===== src/rtl/kfmmc_read_arbiter.sv =====
// Round-robin arbiter sharing one KFMMC drive between two block-read requesters.
// Each grant flushes the drive, loads the LBA, issues the read command and streams the block back.
module kfmmc_read_arbiter #(
    parameter int          BLOCK_BYTES    = 512,
    parameter logic [23:0] TIMEOUT_CYCLES = 24'hFFFFFF
) (
    input  logic        CLOCK_50,
    input  logic        RESET_N,
    input  logic        req0_valid,
    input  logic [31:0] req0_lba,
    output logic        req0_ready,
    input  logic        req1_valid,
    input  logic [31:0] req1_lba,
    output logic        req1_ready,
    output logic        byte_valid,
    output logic [7:0]  byte_data,
    output logic        byte_owner,
    output logic        byte_last,
    output logic        done_valid,
    output logic        done_error,
    output logic [7:0]  drv_data_bus,
    output logic [4:1]  drv_wr_addr,
    output logic        drv_wr_command,
    output logic        drv_read_data,
    input  logic [7:0]  drv_read_data_byte,
    input  logic        drv_busy,
    input  logic        drv_byte_irq,
    input  logic        drv_done_irq,
    input  logic        drv_if_error
);

    localparam int               CNT_W    = $clog2(BLOCK_BYTES) + 1;
    localparam logic [CNT_W-1:0] LAST_IDX = CNT_W'(BLOCK_BYTES - 1);
    localparam logic [CNT_W-1:0] FULL_CNT = CNT_W'(BLOCK_BYTES);
    localparam logic [7:0]       CMD_READ = 8'h80;

    typedef enum logic [3:0] {
        IDLE, FLUSH, ADDR1, ADDR2, ADDR3, ADDR4, CMD, WAIT, BYTE, ACK, DONE
    } state_t;

    state_t           state;
    logic             last_grant;
    logic [31:0]      lba;
    logic [CNT_W-1:0] byte_cnt;
    logic [23:0]      tmo_cnt;
    logic             if_err_seen;
    logic             grant_sel;

    // Counter saturates so an over-long block can never wrap back to a "correct" count.
    function automatic logic [CNT_W-1:0] sat_inc(input logic [CNT_W-1:0] v);
        return (v == '1) ? v : v + 1'b1;
    endfunction

    assign grant_sel = (req0_valid && req1_valid) ? ~last_grant : req1_valid;

    always_ff @(posedge CLOCK_50 or negedge RESET_N) begin
        if (!RESET_N) begin
            state          <= IDLE;
            last_grant     <= 1'b1;
            lba            <= '0;
            byte_cnt       <= '0;
            tmo_cnt        <= '0;
            if_err_seen    <= 1'b0;
            req0_ready     <= 1'b0;
            req1_ready     <= 1'b0;
            byte_valid     <= 1'b0;
            byte_data      <= 8'h00;
            byte_owner     <= 1'b0;
            byte_last      <= 1'b0;
            done_valid     <= 1'b0;
            done_error     <= 1'b0;
            drv_data_bus   <= 8'h00;
            drv_wr_addr    <= 4'b0000;
            drv_wr_command <= 1'b0;
            drv_read_data  <= 1'b0;
        end else begin
            req0_ready     <= 1'b0;
            req1_ready     <= 1'b0;
            byte_valid     <= 1'b0;
            byte_last      <= 1'b0;
            done_valid     <= 1'b0;
            done_error     <= 1'b0;
            drv_data_bus   <= 8'h00;
            drv_wr_addr    <= 4'b0000;
            drv_wr_command <= 1'b0;
            drv_read_data  <= 1'b0;

            // Outputs are set on the edge that enters the state they belong to.
            case (state)
                IDLE: begin
                    if (!drv_busy && (req0_valid || req1_valid)) begin
                        state         <= FLUSH;
                        drv_read_data <= 1'b1;
                        last_grant    <= grant_sel;
                        byte_owner    <= grant_sel;
                        lba           <= grant_sel ? req1_lba : req0_lba;
                        req0_ready    <= ~grant_sel;
                        req1_ready    <= grant_sel;
                        byte_cnt      <= '0;
                        tmo_cnt       <= '0;
                        if_err_seen   <= 1'b0;
                    end
                end
                FLUSH: begin
                    state        <= ADDR1;
                    drv_wr_addr  <= 4'b0001;
                    drv_data_bus <= lba[7:0];
                end
                ADDR1: begin
                    state        <= ADDR2;
                    drv_wr_addr  <= 4'b0010;
                    drv_data_bus <= lba[15:8];
                end
                ADDR2: begin
                    state        <= ADDR3;
                    drv_wr_addr  <= 4'b0100;
                    drv_data_bus <= lba[23:16];
                end
                ADDR3: begin
                    state        <= ADDR4;
                    drv_wr_addr  <= 4'b1000;
                    drv_data_bus <= lba[31:24];
                end
                ADDR4: begin
                    state          <= CMD;
                    drv_wr_command <= 1'b1;
                    drv_data_bus   <= CMD_READ;
                end
                CMD: begin
                    state   <= WAIT;
                    tmo_cnt <= '0;
                end
                WAIT: begin
                    if (drv_if_error)
                        if_err_seen <= 1'b1;
                    // Completion outranks a coincident byte; that byte is dropped.
                    if (drv_done_irq) begin
                        state      <= DONE;
                        done_valid <= 1'b1;
                        done_error <= drv_if_error | if_err_seen | (byte_cnt != FULL_CNT);
                    end else if (drv_byte_irq) begin
                        state      <= BYTE;
                        byte_valid <= 1'b1;
                        byte_data  <= drv_read_data_byte;
                        byte_last  <= (byte_cnt == LAST_IDX);
                        byte_cnt   <= sat_inc(byte_cnt);
                    end else if (tmo_cnt == TIMEOUT_CYCLES - 24'd1) begin
                        state      <= DONE;
                        done_valid <= 1'b1;
                        done_error <= 1'b1;
                    end else begin
                        tmo_cnt <= tmo_cnt + 24'd1;
                    end
                end
                BYTE: begin
                    state         <= ACK;
                    drv_read_data <= 1'b1;
                end
                ACK: begin
                    state   <= WAIT;
                    tmo_cnt <= '0;
                end
                DONE: begin
                    state <= IDLE;
                end
                default: begin
                    state <= IDLE;
                end
            endcase
        end
    end

endmodule


===== config.mk =====
export PLATFORM = sky130hd
export DESIGN_NAME = kfmmc_read_arbiter
export DESIGN_NICKNAME = d
export VERILOG_FILES = /design/src/rtl/kfmmc_read_arbiter.sv
export SDC_FILE = /design/constraint.sdc
export NUM_CORES = 1
export LEC_CHECK = 0
export CORE_MARGIN = 4
export CORE_UTILIZATION = 60
export DETAILED_ROUTE_END_ITERATION = 16
export DONT_BUFFER_PORTS = 1
export GPL_ROUTABILITY_DRIVEN = 0
export PLACE_DENSITY = 0.87
export SYNTH_ARGS = -nofsm -noshare
export SYNTH_HDL_FRONTEND = slang
export SYNTH_SLANG_ARGS = --single-unit

===== constraint.sdc =====
create_clock -name CLOCK_50 -period 2.9 [get_ports CLOCK_50]
set_clock_uncertainty 0.2 [all_clocks]
set_input_delay 0.58 -clock CLOCK_50 [delete_from_list [all_inputs] [get_ports CLOCK_50]]
set_output_delay 0.58 -clock CLOCK_50 [all_outputs]
set_load 0.01 [all_outputs]

==> flow_summary.yaml, run 1 <==
grt:
  grt_antenna_before_repair: 0
  grt_pass1_wl_mm: 17.8
  grtUsageMet1: 0.304
  overflow: 0
  groute.layer.met2.usage: 0.371
  grt_use_met3: 0.0630
  grt_max_degree: 102
  busiest_layer: "met2"
  grt_pass1_vias: 3641
  grt.total_usage: 0.227
floorplan:
  io_pins: 109
  initial_core_util: 0.625
  die_h_um: 98.4
  fp-row-count: 32
  dieArea_sq_um: 9690
  die_w_um: 98.4
  core-area_sq_um: 7850
critical_path:
  cp.required_ns: 3.00
  reg2reg_setup_slack_ns: 0.35
  end_kind: "register"
  critPathArrivalTime_ns: 2.65
  worst-r2r-cell-count: 5
  crit_fanout: 15
  reg2reg_from: "state[2]"
  reg2reg_to: "byte_cnt[9]"
  start_kind: "register"
  path_class: "register to register"
final_layout:
  num_antenna_cells: 0
  multi_input_area_sq_um: 2250
  fillCellCount: 629
  layout.area.seq_sq_um: 2530
  drive_gt1_frac: 0.103
  fin_area_sq_um: 5220
  fin_nets: 565
  syn2layout_area_growth_pct: 6.40
synth:
  syn_area_sq_um: 4910
  synth_edf_count: 0
  ys_async_sr_fraction: 1.00
  yosysMostFrequentCell: "dfrtp_1"
  synthCells: 485
  synth_commonest_cells: "100 x dfrtp_1, 73 x nand2_1, 44 x o21ai_0"
  avgSynthCellArea_sq_um: 10.1
  synth_top_cell_by_area: "dfrtp_1"
  synth_top_flop_cell: "dfrtp_1"
  ys_types: 60
  yosysWarnings: 0
  synth-seq-cells: 101
  yosysTopAreaCellShare: 0.510
  syn_nets: 569
  ys_seq_area_frac: 0.515
  synthTopCellsByArea: "dfrtp_1 51%, mux2i_1 6.5%, nand2_1 5.6%, o21ai_0 4.5%, a22oi_1 2.1%"
pwr:
  swShare: 0.374
  p_comb_frac: 0.258
  pwr-share-seq: 0.526
  intPower_w: 0.00270
  switchingPower_w: 0.00161
  power_density_nw_per_um2: 825
  total_power_w: 0.00431
  leakage_nw: 2.39
  clkPwrFrac: 0.216
  ir_worst_vdd_mv: 0.568
min_path:
  hp-class: "input port to async pin"
clock_tree:
  root_buffer: "clkbuf_8"
  cts_max_path_buffers: 2
  cts_num_sinks: 101
  numCtsBuffers: 9
  cts_tree: "built"
  cts_setup_buffers: 0
  post_cts_resized: 0
  insertion_delay_ns: 0.37
  clkTransAtPathRegs_ns: 0.10
  htreeDepth: 3
outcome:
  violations: "hold timing"
  outcome: "finished, violations left"
timing:
  min_period_over_period: 0.879
  relSlewSlack: 0.504
  rsz0062_at_grt: "no"
  worstMarginPinSlew_ns: 0.740
  finalSetupTns_ns: 0
  hold_ws_ns: -0.309
  hold_viol: 101
  min_period_ns: 2.55
  slew_viol_final: 0
  max_clock_freq_mhz: 392
  setup_viol: 0
routing:
  wl_per_cell_um: 18.3
  drc: 0
  vias_per_cell: 6.43
  num_vias: 3772
  first_iter_violations: 306
  dr.pass1.iters: 5
  wl_mm: 10.8
  ant_nets: 0
place:
  portBuffers: 0
  place_hpwl_mm: 7.71
  placed_area_sq_um: 5020
job:
  drv_cap: 0
==> final cells by class <==
cell class,instances,share of cell area
well taps,102,0.0244
multi-input cells,352,0.432
clock buffers,9,0.0237
inverters,6,0.00431
flip-flops and latches,101,0.484
clock inverters,6,0.0158
repair buffers,11,0.0158
==> layout by cell type (no fill, tap or decap), drive strengths merged, types with 5 or more instances in the layout <==
master and instances:
nand3 15, nand2b 5, nand4 10, nor2 20, dfrtp 100, o211ai 6
o21ai 46, buf 11, a31oi 11, nor3 14, a22oi 14, inv 8
nor4 6, and3 7, a211o 5, nand2 73, a21o 5, or4 11
mux2i 32, a21oi 16, clkbuf 9, mux2 8
==> sequential cells by signal (all words and copies together) (netlist names), 4 cells and up <==
name          flops
lba              32
tmo_cnt          24
byte_cnt         10
byte_data         8
drv_data_bus      8
drv_wr_addr       4
state             4
==> power groups by stage <==
stage	combinational [W]	clock [W]	sequential (W)
3_3_place_gp	0.00106	0	0.00226
6_report	0.00111	0.000930	0.00227
4_1_cts	0.00112	0.000936	0.00227
3_5_place_dp	0.00111	0	0.00230
2_1_floorplan	0.000913	0	0.00213
5_1_grt	0.00126	0.00100	0.00232
==> per-stage QoR <==
stage / std cells / utilization / setup slack (ns)
floorplan: 485 / - / 0.653
global placement: 572 / 0.639 / 0.510
detailed placement: 572 / 0.639 / 0.415
CTS: 587 / 0.665 / 0.391
global route: 587 / 0.665 / 0.161
finish: 587 / 0.665 / 0.350
==> worst max-delay path: stages (launching register included) <==
cell and delay (ns):
dfrtp_1 0.65, nand4b_4 0.28, or4_1 0.58, o21ai_1 0.42, o31ai_1 0.19, a21oi_1 0.16
==> logic make-up (layout without fill, tap and decap cells) <==
family | after synthesis | after routing | share of synthesized area
xor gates and xnor gates | 2 | 2 | 0.00357
AOI/OAI and AO/OA | 129 | 129 | 0.173
DFF | 101 | 101 | 0.515
muxes | 40 | 40 | 0.0836
buffers and inverters | 32 | 32 | 0.0288
and+or+nand+nor | 177 | 177 | 0.186
adders and majority gates | 4 | 4 | 0.0102
==> per-layer routing <==
layer  vias to the layer above  wire length, um  part of all wire
li1                       1782                -                 -
met4                         0              153             0.014
met3                        11              780             0.072
met5                         -                0                 0
met1                      1825             4440              0.41
met2                       154             5390              0.50
==> worst max path at each step <==
stage                        start     endpoint  slack [ns]  cells past startpoint
after CTS                 state[2]  byte_cnt[6]        0.39                      5
after global placement    state[2]  byte_cnt[9]        0.51                      5
after detailed placement  state[2]  byte_cnt[9]        0.42                      5
after floorplan           drv_busy  byte_cnt[7]        0.65                      7
after global routing      state[2]  byte_cnt[6]        0.16                      5
final                     state[2]  byte_cnt[9]        0.35                      5
Power figures use the tool's default switching activity.
==> inputs of run 2 (changes only) <==
- clock period: 2.9 -> 2.8 ns (I/O delays scaled with it)
==> run 2 against run 1 <==
  * The flow still finishes with violations (hold timing)
  * Worst setup slack lost 0.13 ns
  * Cell count grew 0.17%
  * Sequential share of layout area grew 0.15 points
  * Via count shrank 1.4%
  * Power grew 1.6%
  * Global-route usage shrank 0.15 points
  * Routed wire length shrank 1.6%
  * First-iteration DRC count grew 30%
  * Critical path type unchanged
  * Largest cell class unchanged
  * Largest power group unchanged
  * Highest routed layer unchanged
==> flow_summary.yaml, run 2 (synthesis gave the netlist of run 1 again) <==
final_layout:
  largest-register: "lba"
  fin_area_sq_um: 5210
  final_common_cell: "dfrtp_1"
  post-route-util: 0.663
  drive_gt1_frac: 0.105
  num_antenna_cells: 0
  largest_reg_flops: 32
  fin_nets: 565
  syn2layout_area_growth_pct: 6.07
  largest_registers: "lba: 32 flops, tmo_cnt: 24 flops, byte_cnt: 10 flops"
  final_cell_mix: "100 x dfrtp_1, 73 x nand2_1, 44 x o21ai_0, 32 x mux2i_1, 20 x nor2_1"
pwr:
  power_density_nw_per_um2: 841
  total_power_w: 0.00438
  leakage_nw: 2.39
  ir_worst_vdd_mv: 0.567
floorplan:
  core-area_sq_um: 7850
  dieArea_sq_um: 9690
  io_pins: 109
  die_w_um: 98.4
  initial_core_util: 0.625
  die_h_um: 98.4
  fp-row-count: 32
critical_path:
  cpPeakStageDelay_ns: 0.65
  reg2reg_setup_slack_ns: 0.22
  slowest_stage: "dfrtp_1"
  end_kind: "register"
  cp_cell_sequence: "nand4b_4 > or4_1 > o21ai_1 > o31ai_1 > a21oi_1"
  reg2reg_to: "byte_cnt[9]"
  reg2reg_from: "state[2]"
  worst-r2r-cell-count: 5
  path_class: "register to register"
  cp.required_ns: 2.91
  start_kind: "register"
  crit_fanout: 15
  crit_start: "state[2]"
  critPathArrivalTime_ns: 2.69
grt:
  grt.total_usage: 0.226
  grt_pass1_vias: 3495
  grt_antenna_before_repair: 0
  grt_max_degree: 102
  overflow: 0
  grt_pass1_wl_mm: 17.5
timing:
  fin_ws_ns: 0.223
  setup_viol: 0
  finalSetupTns_ns: 0
  hold_viol: 101
  rsz0062_at_grt: "no"
  slew_viol_final: 0
  min_period_ns: 2.58
  worstMarginPinSlew_ns: 0.740
  min_period_over_period: 0.920
  max_clock_freq_mhz: 388
  relSlewSlack: 0.503
  hold_ws_ns: -0.341
routing:
  first_iter_violations: 397
  wl_mm: 10.6
  drc: 0
  ant_nets: 0
  num_vias: 3718
  dr.pass1.iters: 5
  vias_per_cell: 6.32
  wl_per_cell_um: 18.0
clock_tree:
  root_buffer: "clkbuf_8"
  numCtsBuffers: 9
  cts_num_sinks: 101
  cts_tree: "built"
  clkTransAtPathRegs_ns: 0.10
  cts_max_path_buffers: 2
  htreeDepth: 3
  insertion_delay_ns: 0.38
  cts_setup_buffers: 0
place:
  place_hpwl_mm: 7.53
  placed_area_sq_um: 5020
  portBuffers: 0
  dpl_worst_slack_ns: 0.272
min_path:
  hp-class: "input port to async pin"
outcome:
  violations: "hold timing"
  outcome: "finished, violations left"
job:
  drv_cap: 0
## run 2: through the flow
step,hold slack [ns],instances
final,-0.341,588
after global routing,-0.366,588
after floorplan,0.0644,485
after CTS,-0.353,588
after global placement,0.0683,572
after detailed placement,0.0679,572
## run 2: area by class of cell
cell class	instances	area, sq um
fillers	620	2640
repair buffers	11	82.6
well taps	102	128
clock buffers	10	138
inverters	6	22.5
clock inverters	6	52.6
flip-flops and latches	101	2530
multi-input cells	352	2250
## run 2: metal layers
layer | vias to the layer above | GRT usage | routed length (um)
li1 | 1770 | - | -
met1 | 1781 | 0.297 | 4380
met2 | 152 | 0.370 | 5290
met3 | 15 | 0.0644 | 806
met4 | 0 | 0.0630 | 109
met5 | - | 0 | 0
## run 2: worst max path at each step
stage / end / slack [ns] / cells past startpoint
after CTS: byte_cnt[9] / 0.26 / 5
after detailed placement: byte_cnt[9] / 0.27 / 5
after global placement: byte_cnt[9] / 0.41 / 5
after global routing: byte_cnt[9] / 0.02 / 5
final: byte_cnt[9] / 0.22 / 5
after floorplan: byte_cnt[7] / 0.57 / 7
## run 2: repair_timing
action	CTS	global route
endpoints found under the setup margin	0	0
endpoints found under the hold margin	101	101
resized for setup	0	0
## run 2: where the power goes
group	switching (W)	internal, W	total, W
Combinational	0.000669	0.000469	0.00114
Clock	0.000533	0.000363	0.000896
Sequential	0.000446	0.00190	0.00235
## run 2: worst max-delay path, delay by kind of cell, from the launching register on
family,cells,cell delay [ns]
DFF,1,0.65
and+or+nand+nor,2,0.88
AOI/OAI and AO/OA,3,0.77
